### src/rtl/sdram_port_arbiter.sv
// Two-port round-robin arbiter in front of a single SDRAM controller port.
// One word transaction at a time; every output is registered and a stuck controller is aborted after TIMEOUT cycles.
module sdram_port_arbiter #(
    parameter int ADDR_W  = 25,
    parameter int DATA_W  = 16,
    parameter int TIMEOUT = 255
) (
    input  logic              clk,
    input  logic              reset,
    input  logic              p0_req,
    input  logic              p0_we,
    input  logic [ADDR_W-1:0] p0_addr,
    input  logic [DATA_W-1:0] p0_wdata,
    input  logic [1:0]        p0_bsel,
    output logic              p0_ack,
    output logic [DATA_W-1:0] p0_rdata,
    input  logic              p1_req,
    input  logic              p1_we,
    input  logic [ADDR_W-1:0] p1_addr,
    input  logic [DATA_W-1:0] p1_wdata,
    input  logic [1:0]        p1_bsel,
    output logic              p1_ack,
    output logic [DATA_W-1:0] p1_rdata,
    output logic              ctl_req,
    output logic              ctl_we,
    output logic [ADDR_W-1:0] ctl_addr,
    output logic [DATA_W-1:0] ctl_wdata,
    output logic [1:0]        ctl_bsel,
    input  logic              ctl_ack,
    input  logic [DATA_W-1:0] ctl_rdata,
    output logic              timeout_err,
    output logic              grant
);

    typedef enum logic [1:0] {
        S_IDLE = 2'd0,
        S_WAIT = 2'd1,
        S_DONE = 2'd2
    } state_t;

    localparam logic [15:0] TIMEOUT_LIM = 16'(TIMEOUT);
    localparam logic [15:0] TIMEOUT_M1  = 16'(TIMEOUT - 1);

    state_t              r_state;
    state_t              w_state_nxt;
    logic [15:0]         r_cnt;
    logic [15:0]         w_cnt_nxt;
    logic                w_sel;
    logic                w_expire;
    logic                w_ctl_req;
    logic                w_ctl_we;
    logic [ADDR_W-1:0]   w_ctl_addr;
    logic [DATA_W-1:0]   w_ctl_wdata;
    logic [1:0]          w_ctl_bsel;
    logic                w_grant;
    logic                w_p0_ack;
    logic                w_p1_ack;
    logic [DATA_W-1:0]   w_p0_rdata;
    logic [DATA_W-1:0]   w_p1_rdata;
    logic                w_timeout_err;

    // Port selection: a lone requester wins, a tie goes to the port not served last.
    always_comb begin
        w_sel = 1'b0;
        if (p0_req && p1_req) begin
            w_sel = ~grant;
        end else if (p1_req) begin
            w_sel = 1'b1;
        end else begin
            w_sel = 1'b0;
        end
    end

    // The abort fires on the cycle whose increment would bring the counter to TIMEOUT.
    assign w_expire = (r_cnt >= TIMEOUT_M1);

    // Next-state and next-output logic for the transaction FSM.
    always_comb begin
        w_state_nxt   = r_state;
        w_cnt_nxt     = r_cnt;
        w_ctl_req     = ctl_req;
        w_ctl_we      = ctl_we;
        w_ctl_addr    = ctl_addr;
        w_ctl_wdata   = ctl_wdata;
        w_ctl_bsel    = ctl_bsel;
        w_grant       = grant;
        w_p0_ack      = 1'b0;
        w_p1_ack      = 1'b0;
        w_p0_rdata    = p0_rdata;
        w_p1_rdata    = p1_rdata;
        w_timeout_err = 1'b0;
        case (r_state)
            S_IDLE: begin
                if (p0_req || p1_req) begin
                    w_state_nxt = S_WAIT;
                    w_cnt_nxt   = 16'd0;
                    w_ctl_req   = 1'b1;
                    w_grant     = w_sel;
                    w_ctl_we    = w_sel ? p1_we    : p0_we;
                    w_ctl_addr  = w_sel ? p1_addr  : p0_addr;
                    w_ctl_wdata = w_sel ? p1_wdata : p0_wdata;
                    w_ctl_bsel  = w_sel ? p1_bsel  : p0_bsel;
                end else begin
                    w_state_nxt = S_IDLE;
                end
            end
            S_WAIT: begin
                // A controller ack on the expiry cycle still counts as a normal completion.
                if (ctl_ack) begin
                    w_state_nxt = S_DONE;
                    w_ctl_req   = 1'b0;
                    w_p0_ack    = ~grant;
                    w_p1_ack    = grant;
                    if (!ctl_we) begin
                        if (grant) begin
                            w_p1_rdata = ctl_rdata;
                        end else begin
                            w_p0_rdata = ctl_rdata;
                        end
                    end else begin
                        w_p0_rdata = p0_rdata;
                    end
                end else if (w_expire) begin
                    w_state_nxt   = S_DONE;
                    w_ctl_req     = 1'b0;
                    w_p0_ack      = ~grant;
                    w_p1_ack      = grant;
                    w_timeout_err = 1'b1;
                    if (grant) begin
                        w_p1_rdata = {DATA_W{1'b1}};
                    end else begin
                        w_p0_rdata = {DATA_W{1'b1}};
                    end
                end else begin
                    w_cnt_nxt = (r_cnt == TIMEOUT_LIM) ? r_cnt : r_cnt + 16'd1;
                end
            end
            S_DONE: begin
                w_state_nxt = S_IDLE;
            end
            default: begin
                w_state_nxt = S_IDLE;
                w_ctl_req   = 1'b0;
            end
        endcase
    end

    // State, counter and output registers.
    always_ff @(posedge clk) begin
        if (reset) begin
            r_state     <= S_IDLE;
            r_cnt       <= 16'd0;
            ctl_req     <= 1'b0;
            ctl_we      <= 1'b0;
            ctl_addr    <= {ADDR_W{1'b0}};
            ctl_wdata   <= {DATA_W{1'b0}};
            ctl_bsel    <= 2'b00;
            grant       <= 1'b1;
            p0_ack      <= 1'b0;
            p1_ack      <= 1'b0;
            p0_rdata    <= {DATA_W{1'b0}};
            p1_rdata    <= {DATA_W{1'b0}};
            timeout_err <= 1'b0;
        end else begin
            r_state     <= w_state_nxt;
            r_cnt       <= w_cnt_nxt;
            ctl_req     <= w_ctl_req;
            ctl_we      <= w_ctl_we;
            ctl_addr    <= w_ctl_addr;
            ctl_wdata   <= w_ctl_wdata;
            ctl_bsel    <= w_ctl_bsel;
            grant       <= w_grant;
            p0_ack      <= w_p0_ack;
            p1_ack      <= w_p1_ack;
            p0_rdata    <= w_p0_rdata;
            p1_rdata    <= w_p1_rdata;
            timeout_err <= w_timeout_err;
        end
    end

endmodule
### config.mk
export PLATFORM = sky130hd
export DESIGN_NAME = sdram_port_arbiter
export DESIGN_NICKNAME = d
export VERILOG_FILES = /design/src/rtl/sdram_port_arbiter.sv
export SDC_FILE = /design/constraint.sdc
export NUM_CORES = 1
export LEC_CHECK = 0
export CAP_MARGIN = 0
export CORE_UTILIZATION = 50
export DETAILED_ROUTE_END_ITERATION = 8
export DONT_BUFFER_PORTS = 1
export GPL_TIMING_DRIVEN = 1
export SYNTH_ARGS = -nofsm -noshare
export SYNTH_HDL_FRONTEND = slang
export SYNTH_SLANG_ARGS = --single-unit
### constraint.sdc
create_clock -name clk -period 2.2 [get_ports clk]
set_input_delay 0.22 -clock clk [delete_from_list [all_inputs] [get_ports clk]]
set_output_delay 0.22 -clock clk [all_outputs]
set_load 0.02 [all_outputs]
# == Yosys cells after proc, flatten, opt, wreduce, memory -nomap -nowiden ==
# Index checks and enable logic that the tools add are counted.
# word_totals
register_bits,99
latchBits,0
ramBits,0
mem_bits_ro,0
input_bits,109
output_inout_bits,81
wordCells,73
memories,0
# op_classes
add_sub_neg,1
mul,0
n_div,0
n_lt_le_gt_ge,1
n_eq_ne,9
shift,0
mux,34
n_bitwise,3
n_reduce_logical,12
# ops
operator,n
$mux W16,15
$pmux W16 S2,1
$mux W25,1
$add A16 B1 Y16 const B,1
$eq A16 B8 Y1 const B,1
$ge A16 B8 Y1 const B,1
$mux W1,12
$ne A2 B2 Y1 const B,5
$reduce_and A4 Y1,2
$mux W2,3
$reduce_and A5 Y1,1
$pmux W2 S2,1
$reduce_bool A2 Y1,2
$ne A3 B3 Y1 const B,1
$not A1 Y1,3
$pmux W1 S3,1
$reduce_and A3 Y1,1
$reduce_or A3 Y1,1
$eq A2 B1 Y1 const B,1
$eq A2 B2 Y1 const B,1
$logic_not A2 Y1,1
$reduce_and A2 Y1,1
$reduce_or A2 Y1,1
$logic_and A1 B1 Y1,1
$logic_or A1 B1 Y1,1

# == Depth between registers and ports, before layout ==
# Gate-level depths: netlist of run 1.
# logic_depth
depth_word,5
depth_mapped,7

# == Worst setup path after synthesis of run 1 ==
# No wires, ideal clock.
# synth_path
path_kind,register to register
from,register r_cnt[12]
to,register p0_rdata[0]
setup_ps,143
arrival_ps,1850
path_slack_ps,207
path_stages_with_launch,6
n_path_buf,1
synth_period_minus_slack_ps,1993
path_cell_list,dfxtp_1 > or4_4 > or3_1 > o211ai_2 > buf_2 > a221oi_1
# synth_via
elab_chain_len,3
# synth_rtl
item,line_no,text
"start, declared",46,logic [15:0] r_cnt;
"start signal, assigned",166,r_cnt <= w_cnt_nxt;
$ge A16 B8 Y1,75,assign w_expire = (r_cnt >= TIMEOUT_M1);
$reduce_bool A2 Y1 (no line),--,
$reduce_and A4 Y1 (no line),--,
"end signal, assigned",161,p0_rdata <= {DATA_W{1'b0}};
"end signal, assigned",175,p0_rdata <= w_p0_rdata;
"end, declared",16,"output logic [DATA_W-1:0] p0_rdata,"
# No other way between the ends.
# A chain may end at the register's enable or synchronous reset.

# == Final worst setup path of run 1 ==
# layout_path
from,register r_cnt[12]
to,register r_cnt[2]
# layout_via
elab_chain_len,3
# layout_rtl
item,line_no
$ge A16 B8 Y1 / $eq A16 B8 Y1 (equally long branches),"75, 135"
$ne A2 B2 Y1 (no line),--
$reduce_and A5 Y1 (no line) (*),--
# Every way passes the cells marked *; elsewhere a longest branch is shown, timed or not.

==> results of run 1 <==
## sequential cells by signal (all words and copies together) (netlist names)
name	cells
ctl_addr	25
ctl_bsel	2
ctl_req	1
ctl_wdata	16
ctl_we	1
grant	1
p0_ack	1
p0_rdata	16
p1_ack	1
p1_rdata	16
r_cnt	16
r_state	2
timeout_err	1
## stage by stage
stage          power, mW  cell area [µm²]  util [%]  setup slack, ns  hold slack [ns]
6_report            3.73             4420      56.6           0.0950           0.0927
5_1_grt             3.92             4420      56.6           0.0140           0.0759
4_1_cts             3.77             4400      56.4           0.0634           0.0817
3_5_place_dp        2.67             4180      53.5           0.0909            0.297
3_3_place_gp        2.66             4180      53.5            0.140            0.297
2_1_floorplan       2.58             4090         -            0.207            0.420
## final cells by class
cell class                 instances  area, µm²  area share [%]
clock inverter                     6       47.5            1.08
inverter                          36        135            3.06
sequential                        99       1980            44.9
timing repair buffer              10        123            2.78
clock buffer                      10        138            3.12
tap                              102        128            2.89
multi-input combinational        258       1860            42.2
## logic make-up after synthesis
| group | Yosys count |
|---|---|
| buf+inv | 71 |
| mux | 45 |
| simple gates | 113 |
| flops | 99 |
| compound gates | 98 |
| fa+ha+maj | 2 |
## synth_stat cells
master	number
a211o_1	1
a211oi_1	45
a21boi_0	1
a21oi_1	9
a221oi_1	32
and2_1	9
and3_1	1
buf_1	1
buf_2	6
buf_6	1
clkbuf_1	27
dfxtp_1	99
ha_1	2
inv_1	36
mux2i_1	45
nand2_1	5
nand2b_1	3
nand3_1	6
nor2_1	49
nor2b_1	16
nor3_1	6
nor4_1	6
o211ai_1	2
o211ai_2	2
o21a_1	1
o31a_1	1
o31ai_1	1
o41ai_1	3
or2_2	1
or3_1	4
or4_1	2
or4_4	2
or4b_2	3
## worst paths after layout
kind                                       to  cells past startpoint
worst max-delay path                 r_cnt[2]                      4
worst min-delay path            ctl_wdata[11]                      2
worst max register to register       r_cnt[2]                      4
worst min register to register      r_cnt[12]                      1
## power by group through the flow
| stage | clock network, mW | logic (mW) | registers [mW] |
|---|---|---|---|
| 2_1_floorplan | 0 | 0.379 | 2.20 |
| 3_3_place_gp | 0 | 0.413 | 2.24 |
| 3_5_place_dp | 0 | 0.425 | 2.24 |
| 4_1_cts | 1.11 | 0.456 | 2.20 |
| 5_1_grt | 1.20 | 0.511 | 2.22 |
| 6_report | 1.08 | 0.450 | 2.20 |
## cells in the final DEF, fill, tap and decap left out, types with 5 or more instances in the layout
master / n
dfxtp_1: 99
nor2_1: 49
mux2i_1: 45
a211oi_1: 44
inv_1: 36
a221oi_1: 32
nor2b_1: 16
clkbuf_8: 10
a21oi_1: 9
and2_1: 8
nand3_1: 6
buf_4: 6
nand2_1: 5
nor4_1: 5
## what timing repair did
item	CTS	global route
endpoints found under the hold margin	85	0
setup endpoints to repair	0	6
hold buffers	2	0
resized for setup	0	3
## critical path, stage by stage, from the launching register on
cell and delay, ns:
dfxtp_1 0.32, or4_4 0.55, or4_4 0.61, or4_1 0.42, a21oi_1 0.15
## layer usage
layer	global-route usage, %	wire length [µm]	up-vias	share of wire, %
li1	-	-	1518	-
met1	26.1	3810	1370	42
met2	33.8	4370	136	48
met3	7.47	803	9	8.8
met4	8.07	114	0	1.3
met5	0	0	-	0
==> results.sh, run 1 <==
export IMPL_dpl_cell_count=503
export IMPL_cap_violations=0
export IMPL_cts_tree="yes"
export IMPL_clk_path_buf_depth=2
export IMPL_slew_headroom_pct=29.0
export IMPL_status="complete, no violations"
export IMPL_synth_compound_area_share_pct=18.8
export IMPL_combPwrFrac_pct=12.1
export IMPL_cp_data_required_time_ns=2.48
export IMPL_cp_startpoint="r_cnt[12]"
export IMPL_clockRootBuffer="clkbuf_8"
export IMPL_yosys_area_share_adder_pct=0.612
export IMPL_worstSetupEndpointType="flip-flop"
export IMPL_path_max_fanout=11
export IMPL_fillers=696
export IMPL_cts_num_sinks=99
export IMPL_r2r_slack_ns=0.09
export IMPL_port_buffers=0
export IMPL_synth_nets=539
export IMPL_area_growth_pct=7.99
export IMPL_htreeDepth=3
export IMPL_syn_area_um2=4090
export IMPL_gp_congestion=0.860
export IMPL_grt_max_degree=92
export IMPL_dp_hpwl_mm=6.18
export IMPL_antenna_cells=0
export IMPL_core_um2=7810
export IMPL_worstSetupStartpointType="flip-flop"
export IMPL_yosys_area_share_simple_pct=14.2
export IMPL_powerDensity_nw_per_um2=845
export IMPL_grt_pass1_vias=2861
export IMPL_switching_share_pct=31.1
export IMPL_antenna_found_initial=0
export IMPL_via_count=3033
export IMPL_yosysWarnings=0
export IMPL_wl_per_cell_um=17.5
export IMPL_max_slew_worst_pin_slew_ns=1.06
export IMPL_max_freq_ghz=0.475
export IMPL_dr_pass1_iters=4
export IMPL_finalHoldViolations=0
export IMPL_seq_area_frac_synth_pct=48.5
export IMPL_cts_setup_buffers=0
export IMPL_setup_viol=0
export IMPL_reg2reg_from="r_cnt[12]"
export IMPL_initial_core_util_pct=52.4
export IMPL_yosysUniqueCellTypes=33
export IMPL_ant_nets=0
export IMPL_clockPowerShare_pct=29.0
export IMPL_crit_type="reg -> reg"
export IMPL_stdcell_count=521
export IMPL_yosys_area_top_type="dfxtp_1"
export IMPL_yosys_top_cells_area="dfxtp_1 48%, mux2i_1 11%, a211oi_1 8.3%"
export IMPL_finalNetCount=525
export IMPL_cts_clk_slew_worst_paths_ns=0.10
export IMPL_netlist_area_leader_share_pct=48.5
export IMPL_rsz0062_at_grt="no"
export IMPL_grt_total_usage_pct=21.2
export IMPL_die_area_um2=8540
export IMPL_ir_drop_uv=408
export IMPL_synthMuxAreaShare_pct=11.0
export IMPL_hold_class="in -> reg"
export IMPL_fin_crit_sh_pct=95.7
export IMPL_via_per_inst=5.82
export IMPL_intPower_mw=2.57
export IMPL_syn_avg_cell_area_um2=9.55
export IMPL_core_rowCount=32
export IMPL_tns_ns=0
export IMPL_grt_pass1_wl_mm=14.2
export IMPL_numCtsBuffers=9
export IMPL_post_route_min_period_ns=2.11
export IMPL_syn_inst=428
export IMPL_grt_ovfl_total=0
export IMPL_power_switching_mw=1.16
export IMPL_drive_gt1_share_pct=9.55
export IMPL_seqPwrFrac_pct=58.9
export IMPL_min_from="p0_wdata[11]"
export IMPL_cellLeakagePower_nw=1.60
export IMPL_die_y_um=92.4
export IMPL_die_w_um=92.4
export IMPL_finClkSkew_ns=0.0150
export IMPL_synth_top_family_by_area="compound AO/OA/AOI/OAI gates"
export IMPL_wl_mm=9.10
export IMPL_clock_latency_ns=0.36
export IMPL_arrival_ns=2.39
export IMPL_report_final_slew_viol_count=0
export IMPL_drc=0
export IMPL_drt_iter0_markers=110
export IMPL_ys_ff_latch=99
export IMPL_synth_xor_area_share_pct=0
export IMPL_io_pins=190
No activity file was read; power rests on OpenSTA's default activity.
==> run 2: changes to the inputs <==
- ABC_CLOCK_PERIOD_IN_PS: unset -> 2200
- RECOVER_POWER: unset -> 50
==> run 2 against run 1 <==
  * First-iteration DRC count decreased by 9.1%
  * Wire length fell by 0.53%
  * Critical path type unchanged
  * Critical endpoint unchanged
  * Sequential share of layout area increased by 0.13 points
  * Highest routed layer unchanged
==> results.sh, run 2 (synthesis results as in run 1) <==
export IMPL_status="complete, no violations"
export IMPL_dp_hpwl_mm=6.18
export IMPL_cp_startpoint="r_cnt[12]"
export IMPL_grt_ovfl_total=0
export IMPL_max_slew_worst_pin_slew_ns=1.06
export IMPL_core_rowCount=32
export IMPL_clk_path_buf_depth=2
export IMPL_finalNetCount=525
export IMPL_die_area_um2=8540
export IMPL_tns_ns=0
export IMPL_crit_slowest_cell="or4_4"
export IMPL_finalHoldViolations=0
export IMPL_via_per_inst=5.83
export IMPL_max_stage_delay_ns=0.61
export IMPL_path_max_fanout=11
export IMPL_endpoint="r_cnt[2]"
export IMPL_finalPower_mw=3.72
export IMPL_gp_congestion=0.860
export IMPL_die_y_um=92.4
export IMPL_area_growth_pct=7.68
export IMPL_largest_reg_flops=25
export IMPL_cp_data_required_time_ns=2.48
export IMPL_grt_pass1_vias=2861
export IMPL_stdcell_count=521
export IMPL_r2r_end="r_cnt[2]"
export IMPL_final_util_pct=56.4
export IMPL_path_depth=4
export IMPL_drive_gt1_share_pct=9.55
export IMPL_cts_tree="yes"
export IMPL_path_buf_inv=0
export IMPL_layout_commonest_cell="dfxtp_1"
export IMPL_worstRegToRegCells=4
export IMPL_post_route_min_period_ns=2.11
export IMPL_grt_max_degree=92
export IMPL_drc=0
export IMPL_grt_total_usage_pct=21.2
export IMPL_drt_iter0_markers=100
export IMPL_hold_class="in -> reg"
export IMPL_cts_clk_slew_worst_paths_ns=0.10
export IMPL_antenna_cells=0
export IMPL_clock_latency_ns=0.36
export IMPL_port_buffers=0
export IMPL_cellLeakagePower_nw=1.59
export IMPL_fin_area_um2=4400
export IMPL_wl_per_cell_um=17.4
export IMPL_initial_core_util_pct=52.4
export IMPL_whs_ns=0.0929
export IMPL_core_um2=7810
export IMPL_cpLargestDelayFamily="simple AND/OR/NAND/NOR gates"
export IMPL_dr_pass1_iters=4
export IMPL_cap_violations=0
export IMPL_slew_headroom_pct=28.7
export IMPL_crit_type="reg -> reg"
export IMPL_powerDensity_nw_per_um2=846
export IMPL_wl_mm=9.05
export IMPL_htreeDepth=3
export IMPL_ir_drop_uv=410
export IMPL_fillers=698
export IMPL_cts_num_sinks=99
export IMPL_worstSetupEndpointType="flip-flop"
export IMPL_grt_pass1_wl_mm=14.2
export IMPL_arrival_ns=2.39
export IMPL_cp_cell_sequence="or4_4 > or4_4 > or4_1 > a21oi_1"
export IMPL_rsz0062_at_grt="no"
export IMPL_cts_setup_buffers=0
export IMPL_antenna_found_initial=0
export IMPL_ant_nets=0
export IMPL_via_count=3038
export IMPL_layout_setup_ws_ns=0.0936
export IMPL_cpMostUsedCell="or4_4"
export IMPL_r2r_slack_ns=0.09
export IMPL_die_w_um=92.4
export IMPL_report_final_slew_viol_count=0
export IMPL_regMostFlops="ctl_addr"
export IMPL_fin_crit_sh_pct=95.7
export IMPL_holdPathStages=2
export IMPL_worstSetupStartpointType="flip-flop"
export IMPL_clockRootBuffer="clkbuf_8"
export IMPL_setup_viol=0
export IMPL_io_pins=190
export IMPL_placed_area_um2=4180
export IMPL_max_freq_ghz=0.475
export IMPL_reg2reg_from="r_cnt[12]"
export IMPL_mostFrequentLayoutCells="99 x dfxtp_1, 49 x nor2_1, 45 x mux2i_1, 44 x a211oi_1, 36 x inv_1"
export IMPL_numCtsBuffers=9
export IMPL_finClkSkew_ns=0.0139
export IMPL_pre_cts_slack_ns=0.0909
export IMPL_dpl_cell_count=503
-- run 2: final cells by class --
class	instances	area [µm²]	area share, %
clock inverters	6	47.5	1.08
multi-input cells	258	1860	42.3
inverters	36	135	3.07
clock buffers	10	138	3.13
well taps	102	128	2.90
repair buffers	10	110	2.50
flip-flops and latches	99	1980	45.0
-- run 2: timing repair --
item / 4_1_cts / 5_1_grt
gates resized for setup: 0 / 3
endpoints found under the setup margin: 0 / 6
hold buffers: 2 / 0
hold endpoints to repair: 85 / 0
-- run 2: power by group --
group          switching, mW  internal [mW]
sequential             0.270           1.93
combinational          0.256          0.187
clock                  0.629          0.453
-- run 2: per-layer routing --
metal  share of wire [%]  global-route usage, %
met1                  41                   26.1
met2                  48                   33.8
met3                 9.1                   7.47
met4                 1.5                   8.07
met5                   0                      0
-- run 2: how the worst min path moves through the flow --
stage	startpoint	endpoint	slack, ns
2_1_floorplan	r_cnt[11]	r_cnt[11]	0.42
3_3_place_gp	reset	r_cnt[1]	0.30
3_5_place_dp	reset	r_cnt[0]	0.30
4_1_cts	p0_addr[11]	ctl_addr[11]	0.08
5_1_grt	p0_wdata[9]	ctl_wdata[9]	0.08
6_report	p0_wdata[11]	ctl_wdata[11]	0.09
